File: config.mk
export PLATFORM = sky130hd
export DESIGN_NAME = proc_port_bridge
export DESIGN_NICKNAME = d
export VERILOG_FILES = /design/src/rtl/proc_port_bridge.sv
export SDC_FILE = /design/constraint.sdc
export NUM_CORES = 1
export LEC_CHECK = 0
export CORE_MARGIN = 5
export CORE_UTILIZATION = 46
export DETAILED_ROUTE_END_ITERATION = 6
export HOLD_SLACK_MARGIN = 0.12
export PLACE_DENSITY = 0.75
export SYNTH_ARGS = -nofsm -noshare
export SYNTH_HDL_FRONTEND = slang
export SYNTH_SLANG_ARGS = --single-unit
File: constraint.sdc
create_clock -name clk -period 6.02 [get_ports clk]
set_input_delay 1.204 -clock clk [delete_from_list [all_inputs] [get_ports clk]]
set_output_delay 1.204 -clock clk [all_outputs]
set_load 0.02 [all_outputs]
File: src/rtl/proc_port_bridge.sv
// proc_port_bridge
//   Couples the generated processor's port interface to streaming fabric.
//   Input side: an upstream valid/ready stream fills a first-word-fall-through
//   FIFO whose head is presented on processor input port 0.
//   Output side: writes to output port OUT_ADDR are captured into a second
//   FWFT FIFO that a downstream valid/ready stream drains.
//
// Handshake rule (both streams): a word transfers on a rising edge where
// valid and ready are both 1. valid never depends on ready and ready never
// depends on valid. The processor side has no handshake: a read request
// with the input FIFO empty, or a capture into a full output FIFO, is
// reported through sticky flags rather than stalled.
//
// Ports
//   clk, rst        clock, synchronous active-high reset
//   s_data/s_valid/s_ready          upstream sample stream
//   proc_io_in, proc_req_in         processor input port 0 (head, read strobe)
//   proc_io_out, proc_out_en        processor output data and port select
//   m_data/m_valid/m_ready          downstream sample stream
//   in_level, out_level             registered FIFO occupancies
//   underflow, overflow, clr_flags  sticky error flags and their clear
module proc_port_bridge #(
  parameter int DW        = 32,
  parameter int IN_DEPTH  = 16,
  parameter int OUT_DEPTH = 16,
  parameter int OUT_EN_W  = 7,
  parameter int OUT_ADDR  = 2
) (
  input  logic                          clk,
  input  logic                          rst,
  input  logic [DW-1:0]                 s_data,
  input  logic                          s_valid,
  output logic                          s_ready,
  output logic [DW-1:0]                 proc_io_in,
  input  logic                          proc_req_in,
  input  logic [DW-1:0]                 proc_io_out,
  input  logic [OUT_EN_W-1:0]           proc_out_en,
  output logic [DW-1:0]                 m_data,
  output logic                          m_valid,
  input  logic                          m_ready,
  output logic [$clog2(IN_DEPTH):0]     in_level,
  output logic [$clog2(OUT_DEPTH):0]    out_level,
  output logic                          underflow,
  output logic                          overflow,
  input  logic                          clr_flags
);

  localparam int IAW = $clog2(IN_DEPTH);
  localparam int OAW = $clog2(OUT_DEPTH);

  // ---------------------------------------------------------------------------
  // Input FIFO
  // ---------------------------------------------------------------------------
  logic [DW-1:0] r_in_mem [IN_DEPTH];
  logic [IAW:0]  r_in_wr;
  logic [IAW:0]  r_in_rd;
  logic [IAW:0]  r_in_level;
  logic [DW-1:0] r_in_hold;   // last word handed to the processor

  logic          w_in_empty;
  logic          w_in_full;
  logic          w_in_push;
  logic          w_in_pop;
  logic          w_uf_set;
  logic [DW-1:0] w_in_head;

  // Pointers carry one extra wrap bit so full and empty are distinguishable.
  assign w_in_empty = (r_in_wr == r_in_rd);
  assign w_in_full  = (r_in_wr[IAW] != r_in_rd[IAW]) &&
                      (r_in_wr[IAW-1:0] == r_in_rd[IAW-1:0]);

  assign w_in_push  = s_valid & ~w_in_full;
  assign w_in_pop   = proc_req_in & ~w_in_empty;
  // A request against an empty FIFO is not a pop, even if a push lands in
  // the same edge: the pushed word only becomes the head afterwards.
  assign w_uf_set   = proc_req_in & w_in_empty;

  assign w_in_head  = r_in_mem[r_in_rd[IAW-1:0]];

  // The processor samples this at the request edge (zero-latency read).
  // When empty, keep showing the last word it consumed.
  assign proc_io_in = w_in_empty ? r_in_hold : w_in_head;
  assign s_ready    = ~w_in_full;
  assign in_level   = r_in_level;

  always_ff @(posedge clk) begin
    if (!rst && w_in_push) begin
      r_in_mem[r_in_wr[IAW-1:0]] <= s_data;
    end
  end

  always_ff @(posedge clk) begin
    if (rst) begin
      r_in_wr    <= '0;
      r_in_rd    <= '0;
      r_in_level <= '0;
      r_in_hold  <= '0;
    end else begin
      if (w_in_push) begin
        r_in_wr <= r_in_wr + (IAW+1)'(1);
      end
      if (w_in_pop) begin
        r_in_rd   <= r_in_rd + (IAW+1)'(1);
        r_in_hold <= w_in_head;
      end
      case ({w_in_push, w_in_pop})
        2'b10:   r_in_level <= r_in_level + (IAW+1)'(1);
        2'b01:   r_in_level <= r_in_level - (IAW+1)'(1);
        default: r_in_level <= r_in_level;
      endcase
    end
  end

  // ---------------------------------------------------------------------------
  // Output FIFO
  // ---------------------------------------------------------------------------
  logic [DW-1:0] r_out_mem [OUT_DEPTH];
  logic [OAW:0]  r_out_wr;
  logic [OAW:0]  r_out_rd;
  logic [OAW:0]  r_out_level;
  logic [DW-1:0] r_out_hold;  // last word drained downstream

  logic          w_out_empty;
  logic          w_out_full;
  logic          w_cap;
  logic          w_out_push;
  logic          w_out_pop;
  logic          w_of_set;
  logic [DW-1:0] w_out_head;

  assign w_out_empty = (r_out_wr == r_out_rd);
  assign w_out_full  = (r_out_wr[OAW] != r_out_rd[OAW]) &&
                       (r_out_wr[OAW-1:0] == r_out_rd[OAW-1:0]);

  assign w_cap       = (proc_out_en == OUT_EN_W'(OUT_ADDR));
  assign w_out_pop   = m_ready & ~w_out_empty;
  // A drain in the same edge frees the slot the capture needs. The write
  // then targets the very slot being read, which is safe because the head
  // is read combinationally before the edge commits the new word.
  assign w_out_push  = w_cap & (~w_out_full | w_out_pop);
  assign w_of_set    = w_cap & w_out_full & ~w_out_pop;

  assign w_out_head  = r_out_mem[r_out_rd[OAW-1:0]];

  assign m_data      = w_out_empty ? r_out_hold : w_out_head;
  assign m_valid     = ~w_out_empty;
  assign out_level   = r_out_level;

  always_ff @(posedge clk) begin
    if (!rst && w_out_push) begin
      r_out_mem[r_out_wr[OAW-1:0]] <= proc_io_out;
    end
  end

  always_ff @(posedge clk) begin
    if (rst) begin
      r_out_wr    <= '0;
      r_out_rd    <= '0;
      r_out_level <= '0;
      r_out_hold  <= '0;
    end else begin
      if (w_out_push) begin
        r_out_wr <= r_out_wr + (OAW+1)'(1);
      end
      if (w_out_pop) begin
        r_out_rd   <= r_out_rd + (OAW+1)'(1);
        r_out_hold <= w_out_head;
      end
      case ({w_out_push, w_out_pop})
        2'b10:   r_out_level <= r_out_level + (OAW+1)'(1);
        2'b01:   r_out_level <= r_out_level - (OAW+1)'(1);
        default: r_out_level <= r_out_level;
      endcase
    end
  end

  // ---------------------------------------------------------------------------
  // Sticky flags: a set event beats a simultaneous clear.
  // ---------------------------------------------------------------------------
  logic r_underflow;
  logic r_overflow;

  always_ff @(posedge clk) begin
    if (rst) begin
      r_underflow <= 1'b0;
      r_overflow  <= 1'b0;
    end else begin
      if (w_uf_set) begin
        r_underflow <= 1'b1;
      end else if (clr_flags) begin
        r_underflow <= 1'b0;
      end
      if (w_of_set) begin
        r_overflow <= 1'b1;
      end else if (clr_flags) begin
        r_overflow <= 1'b0;
      end
    end
  end

  assign underflow = r_underflow;
  assign overflow  = r_overflow;

endmodule

==> results.toml <==
[placement]
dp_hpwl_um = 55000
gp_congestion = 0.798
placed_area_um2 = 46700
port-buffer-count = 154

[global_route]
grt_remaining_overflow = 0
grt_max_degree = 77
grt_pass1_wl_um = 150000
antenna_found_initial = 5
first_global_vias = 23500
grt.total_usage_pct = 19.8

[detailed_routing]
drtPass1Iterations = 5
wl_per_cell_um = 26.3
ant_nets = 0
vias = 22700
routed_wl_um = 100000
via_per_inst = 5.95
route.detailed.drc = 0
drt-initial-drc-count = 2813

[timing]
fin_skew_ns = 0.0527
drv_slew = 0
setup_viol = 0
fmax_ghz = 0.201
tightest_slew_ns = 1.31
period_share_pct = 82.8
hold_viol = 0
relSlewSlack_pct = 12.5
tns_ns = 0
period_needed_ns = 4.98
rsz0062_at_grt = "false"

[synthesis]
synth.avg_cell_area_um2 = 19.2
ys.flop_type = "edfxtp_1"
synth_seq_area_share_pct = 75.6
yosysTopAreaCellShare_pct = 70.8
yosysWarnings = 0
post-synth-top-count-cell = "edfxtp_1"
synthArstFlopShare_pct = 0
syn-num-nets = 2358
synthCells = 2264
synth_common_cells = "edfxtp_1, nand2_1, mux4_2"
synth.cell_area_um2 = 43400
synth_area_leaders = "edfxtp_1, mux4_2, dfxtp_1"
synth_cell_types = 53
synth_seq_cells = 1128
synth-edff-count = 1024
yosys.area.top_type = "edfxtp_1"

[cells_and_area]
fillers = 6940
drive_gt1_share_pct = 21.9
syn2layout_area_growth_pct = 15.9
nets = 2548
fin_area_um2 = 50300

[clock_network]
cts_resized = 0
clk-insertion-delay-late_ns = 0.71
clk_pin_slew_ns = 0.06
clockBufferDepth = 3
htree_levels = 3
cts_setup_buffers = 0
clkSinkCount = 1128
cts-root-buf = "clkbuf_16"
cts_buffers = 109
cts_tree = "done"
holdBufCountCts = 0

[floorplanning]
row_count = 112
die_area_um2 = 101000
die_w_um = 317
design.portCount = 155
core_um2 = 93500
start_util_pct = 46.4
die_height_um = 317

[critical_path]
start_kind = "register"
crit_type = "reg2out"
worst_setup_path_end_kind = "output pin"
cp_max_fo = 32
required_ns = 4.82
cp.arrival_ns = 3.78

[pwr]
p_leak_nw = 15.7
peakVddDrop_mv = 0.294
power.density_nw_per_um2 = 339
finalPower_w = 0.0171

[job]
cap_violations = 0

[worst_hold_path]
hold_path.class = "reg2reg"

[run_status]
status = "complete, no violations"
placed cells by master (no fill, tap or decap), drive strengths merged, types with 8 or more instances in the layout:
cell type      instances
dfxtp                104
ha                    16
nor4                   9
xor2                  10
inv                   19
xnor2                 19
nor3                  11
mux2                  35
clkbuf               141
a21oi                 79
mux4                 256
o21ai                 10
clkdlybuf4s50        153
bufinv                 8
nand2                301
edfxtp              1024
clkinvlp              11
nor2b                  8
buf                   53
nor2                  49
clkinv                41
a22oi                130
path summary, 6_finish.rpt:
check | start | to | slack (ns) | cells after the start
max | r_in_wr[3] | proc_io_in[24] | 1.04 | 6
min | r_in_hold[16] | r_in_hold[16] | 0.46 | 2
max reg2reg | r_in_wr[3] | in_level[4] | 2.23 | 11
min reg2reg | r_in_hold[16] | r_in_hold[16] | 0.46 | 2
registers in the layout, summed over array words and instances, names as in the netlist, named ones only:
name        count
in_level        5
out_level       5
overflow        1
r_in_hold      32
r_in_mem      512
r_in_rd         5
r_in_wr         5
r_out_hold     32
r_out_mem     512
r_out_rd        5
r_out_wr        5
underflow       1
critical path, cell delays in order, from the launching register on:
cell	delay, ns
dfxtp_1	0.69
xnor2_1	0.16
nand4_1	0.38
or2_2	0.80
nand2_1	0.13
nand2_1	0.25
clkdlybuf4s50_1	0.66
metal layers:
| layer | vias to the layer above | track usage, % | share of wire, % |
|---|---|---|---|
| li1 | 9521 | - | - |
| met1 | 11800 | 26.6 | 38 |
| met2 | 1127 | 32.8 | 50 |
| met3 | 172 | 4.69 | 9.1 |
| met4 | 4 | 5.86 | 2.5 |
| met5 | - | 0 | 0.024 |
cells by family (layout without fill, tap and decap cells):
kind of cell | count (synthesis) | after routing | synth area share [%]
xor+xnor | 29 | 29 | 0.602
simple gates | 410 | 410 | 3.89
flops | 1128 | 1128 | 75.6
compound gates | 243 | 243 | 3.74
other cells | 0 | 6 | 0
fa+ha+maj | 17 | 17 | 0.507
buf+inv | 141 | 426 | 1.32
mux | 296 | 296 | 14.3
power by group:
| group | leakage, nW | internal (W) | switching [W] |
|---|---|---|---|
| Clock | 1.70 | 0.00379 | 0.00295 |
| Sequential | 10.1 | 0.00861 | 0.0000996 |
| Combinational | 3.91 | 0.000714 | 0.000912 |
stage by stage:
step | cells | hold WS [ns] | util, % | setup WS (ns)
5_1_grt | 3804 | 0.469 | 53.8 | 0.833
3_3_place_gp | 3597 | 0.439 | 50.0 | 1.33
4_1_cts | 3803 | 0.457 | 53.8 | 0.993
3_5_place_dp | 3597 | 0.448 | 50.0 | 1.26
2_1_floorplan | 2264 | 0.434 | - | 0.877
6_report | 3809 | 0.456 | 53.8 | 1.04
cell type report:
class,instances,area (um^2),share of cell area [%]
clock buffers,141,2910,5.78
diodes,6,15.0,0.0298
well taps,1254,1570,3.12
inverters,14,52.6,0.104
clock inverters,65,664,1.32
multi-input cells,995,10300,20.4
repair buffers,206,1990,3.96
flip-flops and latches,1128,32800,65.3
Note: power is estimated with default switching activity, not from simulation.
